## src/rtl/dsram_store_buffer_if.sv

```systemverilog
// dsram_store_buffer_if
//  Bundles the store request, load probe and dsram write-port signals of the
//  store buffer.
//  master : store/load source side (drives requests, observes write port)
//  slave  : the store buffer itself
//  Signals:
//   st_valid/st_ready/st_index/st_way/st_offset/st_size/st_data : store request
//   arr_busy                                                   : array read, inhibits drain
//   ld_valid/ld_index/ld_way/ld_conflict                       : load hazard probe
//   wr_en/wr_aq/wr_be/wr_wd                                    : dsram write port
//   sb_count                                                   : valid entry count
interface dsram_store_buffer_if #(
  parameter int ADDR_WIDTH = 13,
  parameter int WAY_BITS   = 2,
  parameter int DEPTH      = 4
);
  localparam int NWAYS = 2 ** WAY_BITS;
  localparam int CNT_W = $clog2(DEPTH) + 1;

  logic                  st_valid;
  logic                  st_ready;
  logic [ADDR_WIDTH-1:0] st_index;
  logic [WAY_BITS-1:0]   st_way;
  logic [4:0]            st_offset;
  logic [1:0]            st_size;
  logic [63:0]           st_data;
  logic                  arr_busy;
  logic                  ld_valid;
  logic [ADDR_WIDTH-1:0] ld_index;
  logic [WAY_BITS-1:0]   ld_way;
  logic                  ld_conflict;
  logic [NWAYS-1:0]      wr_en;
  logic [ADDR_WIDTH-1:0] wr_aq;
  logic [31:0]           wr_be;
  logic [255:0]          wr_wd;
  logic [CNT_W-1:0]      sb_count;

  modport master (
    output st_valid, st_index, st_way, st_offset, st_size, st_data,
    output arr_busy, ld_valid, ld_index, ld_way,
    input  st_ready, ld_conflict, wr_en, wr_aq, wr_be, wr_wd, sb_count
  );

  modport slave (
    input  st_valid, st_index, st_way, st_offset, st_size, st_data,
    input  arr_busy, ld_valid, ld_index, ld_way,
    output st_ready, ld_conflict, wr_en, wr_aq, wr_be, wr_wd, sb_count
  );
endinterface

```

## src/rtl/dsram_store_buffer.sv

```systemverilog
// dsram_store_buffer
//  Store staging buffer in front of the per-way data SRAMs. Stores of 1/2/4/8
//  bytes are steered into byte lanes of a 256-bit line, merged with the
//  youngest entry when they hit the same line, and held in a DEPTH-entry FIFO.
//  The head drains to the dsram write port in cycles with no array read.
//  Loads are probed against pending and in-flight stores for RAW hazards.
//  Ports:
//   clk     : clock, all state on posedge
//   reset_n : synchronous active-low reset
//   bus     : dsram_store_buffer_if.slave (store, load probe, write port, count)
module dsram_store_buffer #(
  parameter int ADDR_WIDTH = 13,
  parameter int WAY_BITS   = 2,
  parameter int DEPTH      = 4
) (
  input logic                  clk,
  input logic                  reset_n,
  dsram_store_buffer_if.slave  bus
);
  localparam int NWAYS = 2 ** WAY_BITS;
  localparam int PTR_W = $clog2(DEPTH);
  localparam int CNT_W = PTR_W + 1;

  // Entry storage; vld_q marks live entries for the hazard probe.
  logic [ADDR_WIDTH-1:0] idx_q [DEPTH];
  logic [WAY_BITS-1:0]   way_q [DEPTH];
  logic [31:0]           be_q  [DEPTH];
  logic [255:0]          wd_q  [DEPTH];
  logic [DEPTH-1:0]      vld_q;
  logic [PTR_W-1:0]      head_q, tail_q;
  logic [CNT_W-1:0]      count_q, count_d;

  logic [NWAYS-1:0]      wr_en_q;
  logic [ADDR_WIDTH-1:0] wr_aq_q;
  logic [31:0]           wr_be_q;
  logic [255:0]          wr_wd_q;

  logic [4:0]            st_off_s;
  logic [31:0]           st_be_base_s, st_be_s;
  logic [63:0]           st_data_s;
  logic [255:0]          st_wd_s, st_bmask_s;
  logic [PTR_W-1:0]      youngest_s;
  logic                  st_ready_s, accept_s, merge_s, alloc_s, merge_en_s, drain_fire_s;
  logic                  ld_hit_s;

  // Lane steering: force natural alignment and place data/byte enables.
  always_comb begin
    st_off_s     = 5'd0;
    st_be_base_s = 32'd0;
    st_data_s    = 64'd0;
    case (bus.st_size)
      2'd0: begin
        st_off_s     = bus.st_offset;
        st_be_base_s = 32'h0000_0001;
        st_data_s    = {56'd0, bus.st_data[7:0]};
      end
      2'd1: begin
        st_off_s     = {bus.st_offset[4:1], 1'b0};
        st_be_base_s = 32'h0000_0003;
        st_data_s    = {48'd0, bus.st_data[15:0]};
      end
      2'd2: begin
        st_off_s     = {bus.st_offset[4:2], 2'b00};
        st_be_base_s = 32'h0000_000F;
        st_data_s    = {32'd0, bus.st_data[31:0]};
      end
      default: begin
        st_off_s     = {bus.st_offset[4:3], 3'b000};
        st_be_base_s = 32'h0000_00FF;
        st_data_s    = bus.st_data;
      end
    endcase
    st_be_s = st_be_base_s << st_off_s;
    st_wd_s = {192'd0, st_data_s} << {st_off_s, 3'b000};
    for (int b = 0; b < 32; b++) begin
      st_bmask_s[8*b +: 8] = {8{st_be_s[b]}};
    end
  end

  // Handshake, merge decision and occupancy update.
  always_comb begin
    st_ready_s   = (count_q < CNT_W'(DEPTH)) & reset_n;
    accept_s     = bus.st_valid & st_ready_s;
    drain_fire_s = (count_q != CNT_W'(0)) & ~bus.arr_busy;
    youngest_s   = tail_q - PTR_W'(1);
    // Never merge into the head while it is being written out this edge.
    merge_s      = (count_q != CNT_W'(0)) &&
                   (idx_q[youngest_s] == bus.st_index) &&
                   (way_q[youngest_s] == bus.st_way) &&
                   !(drain_fire_s && (youngest_s == head_q));
    alloc_s      = accept_s & ~merge_s;
    merge_en_s   = accept_s & merge_s;
    case ({alloc_s, drain_fire_s})
      2'b10:   count_d = count_q + CNT_W'(1);
      2'b01:   count_d = count_q - CNT_W'(1);
      default: count_d = count_q;
    endcase
  end

  // RAW hazard probe against live entries and the write on the port.
  always_comb begin
    ld_hit_s = 1'b0;
    for (int i = 0; i < DEPTH; i++) begin
      if (vld_q[i] && (idx_q[i] == bus.ld_index) && (way_q[i] == bus.ld_way)) begin
        ld_hit_s = 1'b1;
      end else begin
        ld_hit_s = ld_hit_s;
      end
    end
    if (wr_en_q[bus.ld_way] && (wr_aq_q == bus.ld_index)) begin
      ld_hit_s = 1'b1;
    end else begin
      ld_hit_s = ld_hit_s;
    end
  end

  // FIFO state, merge writes and the registered dsram write port.
  always_ff @(posedge clk) begin
    if (!reset_n) begin
      head_q  <= '0;
      tail_q  <= '0;
      count_q <= '0;
      vld_q   <= '0;
      wr_en_q <= '0;
      wr_aq_q <= '0;
      wr_be_q <= 32'd0;
      wr_wd_q <= 256'd0;
    end else begin
      if (drain_fire_s) begin
        wr_en_q       <= NWAYS'(1) << way_q[head_q];
        wr_aq_q       <= idx_q[head_q];
        wr_be_q       <= be_q[head_q];
        wr_wd_q       <= wd_q[head_q];
        vld_q[head_q] <= 1'b0;
        head_q        <= head_q + PTR_W'(1);
      end else begin
        wr_en_q <= '0;
      end
      if (alloc_s) begin
        idx_q[tail_q] <= bus.st_index;
        way_q[tail_q] <= bus.st_way;
        be_q[tail_q]  <= st_be_s;
        wd_q[tail_q]  <= st_wd_s;
        vld_q[tail_q] <= 1'b1;
        tail_q        <= tail_q + PTR_W'(1);
      end else if (merge_en_s) begin
        be_q[youngest_s] <= be_q[youngest_s] | st_be_s;
        wd_q[youngest_s] <= (wd_q[youngest_s] & ~st_bmask_s) | st_wd_s;
      end
      count_q <= count_d;
    end
  end

  assign bus.st_ready    = st_ready_s;
  assign bus.ld_conflict = bus.ld_valid & ld_hit_s & reset_n;
  assign bus.wr_en       = wr_en_q;
  assign bus.wr_aq       = wr_aq_q;
  assign bus.wr_be       = wr_be_q;
  assign bus.wr_wd       = wr_wd_q;
  assign bus.sb_count    = count_q;
endmodule

```

## src/flat_wrapper.sv

```systemverilog
// flat-port wrapper written by rule: the top's interface ports become plain ports
module dsram_store_buffer_flat 
#(
  parameter int ADDR_WIDTH = 13,
  parameter int WAY_BITS   = 2,
  parameter int DEPTH      = 4
)
  (clk, reset_n, bus_st_valid, bus_st_index, bus_st_way, bus_st_offset, bus_st_size, bus_st_data, bus_arr_busy, bus_ld_valid, bus_ld_index, bus_ld_way, bus_st_ready, bus_ld_conflict, bus_wr_en, bus_wr_aq, bus_wr_be, bus_wr_wd, bus_sb_count);
  dsram_store_buffer_if #(.ADDR_WIDTH(ADDR_WIDTH), .WAY_BITS(WAY_BITS), .DEPTH(DEPTH)) bus_i ();
  input logic clk;
  input logic reset_n;
  input wire logic [$bits(bus_i.st_valid)-1:0] bus_st_valid;
  input wire logic [$bits(bus_i.st_index)-1:0] bus_st_index;
  input wire logic [$bits(bus_i.st_way)-1:0] bus_st_way;
  input wire logic [$bits(bus_i.st_offset)-1:0] bus_st_offset;
  input wire logic [$bits(bus_i.st_size)-1:0] bus_st_size;
  input wire logic [$bits(bus_i.st_data)-1:0] bus_st_data;
  input wire logic [$bits(bus_i.arr_busy)-1:0] bus_arr_busy;
  input wire logic [$bits(bus_i.ld_valid)-1:0] bus_ld_valid;
  input wire logic [$bits(bus_i.ld_index)-1:0] bus_ld_index;
  input wire logic [$bits(bus_i.ld_way)-1:0] bus_ld_way;
  output wire logic [$bits(bus_i.st_ready)-1:0] bus_st_ready;
  output wire logic [$bits(bus_i.ld_conflict)-1:0] bus_ld_conflict;
  output wire logic [$bits(bus_i.wr_en)-1:0] bus_wr_en;
  output wire logic [$bits(bus_i.wr_aq)-1:0] bus_wr_aq;
  output wire logic [$bits(bus_i.wr_be)-1:0] bus_wr_be;
  output wire logic [$bits(bus_i.wr_wd)-1:0] bus_wr_wd;
  output wire logic [$bits(bus_i.sb_count)-1:0] bus_sb_count;
  assign bus_i.st_valid = bus_st_valid;
  assign bus_i.st_index = bus_st_index;
  assign bus_i.st_way = bus_st_way;
  assign bus_i.st_offset = bus_st_offset;
  assign bus_i.st_size = bus_st_size;
  assign bus_i.st_data = bus_st_data;
  assign bus_i.arr_busy = bus_arr_busy;
  assign bus_i.ld_valid = bus_ld_valid;
  assign bus_i.ld_index = bus_ld_index;
  assign bus_i.ld_way = bus_ld_way;
  assign bus_st_ready = bus_i.st_ready;
  assign bus_ld_conflict = bus_i.ld_conflict;
  assign bus_wr_en = bus_i.wr_en;
  assign bus_wr_aq = bus_i.wr_aq;
  assign bus_wr_be = bus_i.wr_be;
  assign bus_wr_wd = bus_i.wr_wd;
  assign bus_sb_count = bus_i.sb_count;
  dsram_store_buffer #(.ADDR_WIDTH(ADDR_WIDTH), .WAY_BITS(WAY_BITS), .DEPTH(DEPTH)) u_core (.clk(clk), .reset_n(reset_n), .bus(bus_i));
endmodule
```

## config.mk

```make
export PLATFORM = sky130hd
export DESIGN_NAME = dsram_store_buffer_flat
export DESIGN_NICKNAME = d
export VERILOG_FILES = /design/src/rtl/dsram_store_buffer_if.sv /design/src/rtl/dsram_store_buffer.sv /design/src/flat_wrapper.sv
export SDC_FILE = /design/constraint.sdc
export NUM_CORES = 2
export LEC_CHECK = 0
export CAP_MARGIN = 15
export CORE_MARGIN = 1
export CORE_UTILIZATION = 60
export DETAILED_ROUTE_END_ITERATION = 8
export PLACE_DENSITY = 0.8
export SETUP_SLACK_MARGIN = 0.4
export SLEW_MARGIN = 20
export SYNTH_ARGS = -nofsm -noshare
export SYNTH_HDL_FRONTEND = slang
export SYNTH_SLANG_ARGS = --single-unit
```

## constraint.sdc

```tcl
create_clock -name clk -period 25.2 [get_ports clk]
set_clock_uncertainty 0.1 [all_clocks]
set_input_delay 5.04 -clock clk [delete_from_list [all_inputs] [get_ports clk]]
set_output_delay 5.04 -clock clk [all_outputs]
set_load 0.01 [all_outputs]
```

# Word level (Yosys, flattened, before mapping)
# Memories as Yosys holds them, arrays and structs flattened. A register that Yosys moved wholly into a read port is not among the register bits.
# Cells that the tools add are included.
[totals] reg_bits=15 ram_bits=1212 input_bits=106 out_inout_bits=310 elab_cells=113 memories=4
[classes] n_addsub=5 n_lt_le_gt_ge=6 n_eq_ne=16 shifts=3 mux=33 bitwise_logic=16 reduce_logical=25
[mem_list] memory="u_core.wd_q" words=4 width=256 read_ports=2 rd_ports_with_merged_regs=1 write_ports=1 line="dsram_store_buffer.sv:28" text="logic [255:0] wd_q [DEPTH];"
[mem_list] memory="u_core.be_q" words=4 width=32 read_ports=2 rd_ports_with_merged_regs=1 write_ports=1 line="dsram_store_buffer.sv:27" text="logic [31:0] be_q [DEPTH];"
[mem_list] memory="u_core.idx_q" words=4 width=13 read_ports=6 rd_ports_with_merged_regs=1 write_ports=1 line="dsram_store_buffer.sv:25" text="logic [ADDR_WIDTH-1:0] idx_q [DEPTH];"
[mem_list] memory="u_core.way_q" words=4 width=2 read_ports=6 rd_ports_with_merged_regs=1 write_ports=1 line="dsram_store_buffer.sv:26" text="logic [WAY_BITS-1:0] way_q [DEPTH];"
[op_table] op="$and 256x256->256" count=1
[op_table] op="$mux 256" count=1
[op_table] op="$not 256->256" count=1
[op_table] op="$or 256x256->256" count=1
[op_table] op="$reduce_or 256->1" count=1
[op_table] op="$shl 64x8->256" count=1
[op_table] op="$pmux 64 s3" count=1
[op_table] op="$eq 13x13->1" count=6
[op_table] op="$mux 32" count=1
[op_table] op="$or 32x32->32" count=1
[op_table] op="$reduce_or 32->1" count=1
[op_table] op="$shl 8x5->32" count=1
[op_table] op="$pmux 8 s3" count=1
[op_table] op="$mux 1" count=17
[op_table] op="$logic_and 1x1->1" count=15
[op_table] op="$eq 2x2->1" count=6
[op_table] op="$mux 4" count=3
[op_table] op="$lt 2x3->1 const B" count=3
[op_table] op="$pmux 3 s3" count=1
[op_table] op="$mux 2" count=4
[op_table] op="$and 1x1->1" count=7
[op_table] op="$pmux 3 s2" count=1
[op_table] op="$add 2x1->2 const B" count=2
[op_table] op="$and 4x4->4" count=1
[op_table] op="18 further kinds" count=26

# Longest topological paths before layout
# An unclocked memory read counts as a cell.
[logic_depth] depth_word=13 depth_mapped=22 depth_no_buf=14

# Least setup slack after synthesis
# No wires, ideal clock.
[synth_timing] path_kind="input to register" start="input port bus_st_index[3]" end="memory u_core.be_q[0][0], enable pin" setup_time_ps=1034 arrival_ps=19803 required_time_ps=24066 slack_ps=4263 path_stages=6 n_path_buf=0 path_cell_list="nand2b_1 -> mux2i_1 -> o21ai_1 -> nor4_4 -> nand4_1 -> a21oi_1"
[synth_via] elab_chain_cells=11 word_cells_on_any_way=17 cone_classes="1 x eq/ne; 9 x mux; 3 x bitwise; 4 x reduce/logical"
[synth_rtl] element="from (decl)" line="flat_wrapper.sv:13" text="input wire logic [$bits(bus_i.st_index)-1:0] bus_st_index;"
[synth_rtl] element="$eq 13x13->1 (*)" line="dsram_store_buffer.sv:88" text="(idx_q[youngest_s] == bus.st_index) &&"
[synth_rtl] element="$logic_and 1x1->1 (*)" line="dsram_store_buffer.sv:87" text="merge_s = (count_q != CNT_W'(0)) &&"
[synth_rtl] element="$logic_and 1x1->1 (*)" line="dsram_store_buffer.sv:88"
[synth_rtl] element="$logic_and 1x1->1 (*)" line="dsram_store_buffer.sv:89" text="(way_q[youngest_s] == bus.st_way) &&"
[synth_rtl] element="$and 1x1->1 or $not 1->1 (tied branches)" line="dsram_store_buffer.sv:92, dsram_store_buffer.sv:91"
[synth_rtl] element="$mux 1 or $and 1x1->1 (tied branches)" line="dsram_store_buffer.sv:146, dsram_store_buffer.sv:91"
[synth_rtl] element="$mux 1" line="dsram_store_buffer.sv:139" text="if (alloc_s) begin"
[synth_rtl] element="$mux 1" line="dsram_store_buffer.sv:119" text="if (!reset_n) begin"
[synth_rtl] element="$mux 1 (not written as such)" line="dsram_store_buffer.sv:147" text="be_q[youngest_s] <= be_q[youngest_s] | st_be_s;"
[synth_rtl] element="$reduce_or 32->1 (no line)"
[synth_rtl] element="$mux 2 (no line) or $mux 1 (tied branches)"
[synth_rtl] element="to (decl)" line="dsram_store_buffer.sv:27"
# Mark *: on every way between the ends. The rest lies on a longest branch, timed or not.

# Final worst setup path
[layout_timing] start="input port bus_ld_way[0]" end="output port bus_ld_conflict"
[layout_via] elab_chain_cells=9 word_cells_on_any_way=18 cone_classes="4 x eq/ne; 7 x mux; 2 x bitwise; 5 x reduce/logical"
[layout_rtl] element="from (decl)" line="flat_wrapper.sv:21" text="input wire logic [$bits(bus_i.ld_way)-1:0] bus_ld_way;"
[layout_rtl] element="$eq 2x2->1" line="dsram_store_buffer.sv:104" text="if (vld_q[i] && (idx_q[i] == bus.ld_index) && (way_q[i] == bus.ld_way)) begin"
[layout_rtl] element="$logic_and 1x1->1" line="dsram_store_buffer.sv:104"
[layout_rtl] element="$mux 1 (4 in a row)" line="dsram_store_buffer.sv:104"
[layout_rtl] element="$mux 1 (*)" line="dsram_store_buffer.sv:110" text="if (wr_en_q[bus.ld_way] && (wr_aq_q == bus.ld_index)) begin"
[layout_rtl] element="$and 1x1->1 (*) (2 in a row)" line="dsram_store_buffer.sv:155" text="assign bus.ld_conflict = bus.ld_valid & ld_hit_s & reset_n;"
[layout_rtl] element="to (decl)" line="flat_wrapper.sv:23" text="output wire logic [$bits(bus_i.ld_conflict)-1:0] bus_ld_conflict;"
# Mark *: on every way between the ends. The rest lies on a longest branch, timed or not. The select of a mux whose other input is x is not followed.

==> results_dict.tcl <==
set metrics [dict create \
    p_per_area_nw_per_um2 94.3 \
    start_kind "input pin" \
    maxSlewViolCount 0 \
    cts_resized 0 \
    tightest_slew_ns 1.26 \
    rr_endpoint "u_core.wd_q[3][182]" \
    syn2layout_area_growth_pct 15.4 \
    grt_pass1_vias 43900 \
    ys_seq_area_share_pct 62.0 \
    htreeDepth 4 \
    hold_path_class "flip-flop to flip-flop" \
    avgRoutedWirePerCell_um 30.8 \
    clockPowerShare_pct 31.1 \
    avgSynthCellArea_um2 15.4 \
    maxSlewHeadroom_pct 16.2 \
    max-vdd-ir-drop_v 0.0000870 \
    power_frac_comb_pct 27.3 \
    syn_area_um2 68900 \
    criticalPathCategory "input pin to output port" \
    cts_sinks 1530 \
    cp_max_fo 5 \
    ys_ff_latch 1530 \
    fp.coreArea_um2 113000 \
    use_met2_pct 51.0 \
    globalRoute.totalOverflow 0 \
    slowest_stage "clkdlybuf4s50_1" \
    portBuffers 415 \
    synth_cell_types 54 \
    start_util_pct 60.9 \
    min_period_ns 12.56 \
    post_cts_buffers 0 \
    slowest_delay_ns 0.67 \
    yosys.area.top_type "edfxtp_1" \
    die_area_um2 116000 \
    drive_above_1_share_pct 19.7 \
    synth_nets 4600 \
    antenna_found_initial 16 \
    place_ws_ns 12.64 \
    wirelength_mm 198 \
    rr_startpoint "u_core.tail_q[0]" \
    clock_latency_ns 0.79 \
    critPathRequiredTime_ns 20.06 \
    dr.first_iter.drc_count 6631 \
    synthFlopType "edfxtp_1" \
    period_share_pct 49.9 \
    cts_buffer_depth 3 \
    die_w_um 341 \
    clk_pin_slew_ns 0.06 \
    switching_share_pct 30.1 \
    dr.pass1.iters 7 \
    hp-start "u_core.bus.wr_wd[45]" \
    multi_input_area_um2 24000 \
    ff2ff_path_depth 10 \
    finalWorstSetupSlack_ns 12.64 \
    ios 416 \
    leakagePower_nw 25.5 \
    crit_path_end_kind "output port" \
    grtUsageMet3_pct 10.1 \
    syn_inst 4484 \
    final_hold_viol_count 0 \
    outcome "complete, no violations" \
    path_cells "clkdlybuf4s50_1, mux4_2, a311o_1, o311a_1, clkdlybuf4s50_1" \
    numCtsBuffers 153 \
    min_to "u_core.bus.wr_wd[45]" \
    p_int_mw 5.25 \
    fmaxAchievable_ghz 0.0796 \
    viasPerCell 6.96 \
    seqPwrFrac_pct 41.6 \
    cpMostUsedCell "clkdlybuf4s50_1" \
    antenna_left 0 \
    dieHeight_um 341 \
    rows 123 \
    regArea_um2 42800 \
    synth_warnings 0 \
    rsz0062_at_grt "no" \
    hold_depth 2 \
    p_sw_mw 2.26 \
    cp_data_arrival_time_ns 7.42 \
    top_usage_layer "met2" \
    final_common_cell "edfxtp_1" \
    synth_edf_count 1212 \
    synthTopCellsByArea "edfxtp_1, mux4_2, dfxtp_1" \
    met1_usage_pct 45.9 \
    nFillCells 7172 \
    drc 0 \
    vias 44900 \
    root_buffer "clkbuf_16" \
    startpoint "bus_ld_way[0]" \
    finalPower_mw 7.50 \
    gp_congestion 0.867 \
    setup_violations 0 \
    synth_top_area_share_pct 52.8 \
    drv_cap 0 \
    tns_ns 0 \
    final_nets 4916 \
    utilization_pct 70.2 \
    reg2reg_slack_ns 18.27 \
    most-common-layout-cells "edfxtp_1, nand2_1, mux4_2" \
    synthArstFlopShare_pct 0 \
    cts_tree "built" \
    holdBufCountCts 0 \
    dp_hpwl_mm 121 \
    grt_util_all_layers_pct 34.0 \
    grt_max_degree 188 \
    grt_pass1_wl_mm 290 \
]
## cell type report
class                           count  area share [%]
Multi-Input combinational cell   2399            30.2
Timing Repair Buffer              506            6.25
Clock inverter                     74            1.11
Clock buffer                      212            5.32
Sequential cell                  1530            53.8
Tap cell                         1500            2.36
Inverter                          210            1.00
Antenna cell                       11          0.0346
## worst max-delay path: cells and delay by family
kind | cells | cell delay, ns
mux | 1 | 0.55
buf+inv | 2 | 1.15
compound gates | 2 | 0.68
## through the flow
step	area, um2	cells	hold WS (ns)
after floorplan	68900	4484	0.352
after global placement	74400	6144	0.353
after detailed placement	74400	6144	0.358
after CTS	79500	6430	0.367
after global routing	79500	6431	0.383
final	79500	6442	0.362
## kinds of logic after synthesis
family / after synthesis / synth area share [%]
AO/OA/AOI/OAI: 692 / 7.50
multiplexers: 613 / 19.8
flip-flops: 1530 / 62.0
AND/OR/NAND/NOR: 990 / 5.87
buffers and inverters: 555 / 3.37
adder cells (fa/ha/maj): 10 / 0.192
XOR/XNOR: 94 / 1.19
## worst max-delay path by stage
stage | endpoint | slack, ns
2_1_floorplan | u_core.be_q[0][0] | 4.26
3_3_place_gp | bus_ld_conflict | 12.64
3_5_place_dp | bus_ld_conflict | 12.64
4_1_cts | bus_ld_conflict | 12.63
5_1_grt | bus_ld_conflict | 12.56
6_report | bus_ld_conflict | 12.64
## cell usage after synthesis, types with 10 or more instances
library cell	count
a21boi_0	303
a21oi_1	29
a22o_1	18
a22oi_1	10
a31o_1	15
a32o_1	25
buf_1	56
buf_2	29
buf_6	27
clkbuf_1	233
dfxtp_1	318
edfxtp_1	1212
inv_1	210
mux4_2	603
nand2_1	804
nand3_1	51
nand4_1	24
nor2_1	39
nor2b_1	11
nor3_1	12
o21ai_0	77
o31ai_1	104
o32ai_1	88
xnor2_1	82
xor2_1	12
## layer usage
layer	part of all wire, %	routed length [um]
met1	35	70200
met2	46	91800
met3	13	26500
met4	4.9	9700
met5	0.12	232
## flip-flops by register name, indices dropped and copies added (netlist names), named ones only
signal               cells
u_core.be_q            128
u_core.bus.sb_count      3
u_core.bus.wr_aq        13
u_core.bus.wr_be        32
u_core.bus.wr_en         4
u_core.bus.wr_wd       256
u_core.head_q            2
u_core.idx_q            52
u_core.tail_q            2
u_core.vld_q             4
u_core.way_q             8
u_core.wd_q           1024
## power groups by stage
stage,logic (mW),registers (mW),clock network (mW)
2_1_floorplan,1.28,3.22,0
3_3_place_gp,2.00,3.16,0
3_5_place_dp,2.02,3.17,0
4_1_cts,2.05,3.12,2.34
5_1_grt,2.16,3.15,2.44
6_report,2.05,3.13,2.33
Power figures use the tool's default switching activity.
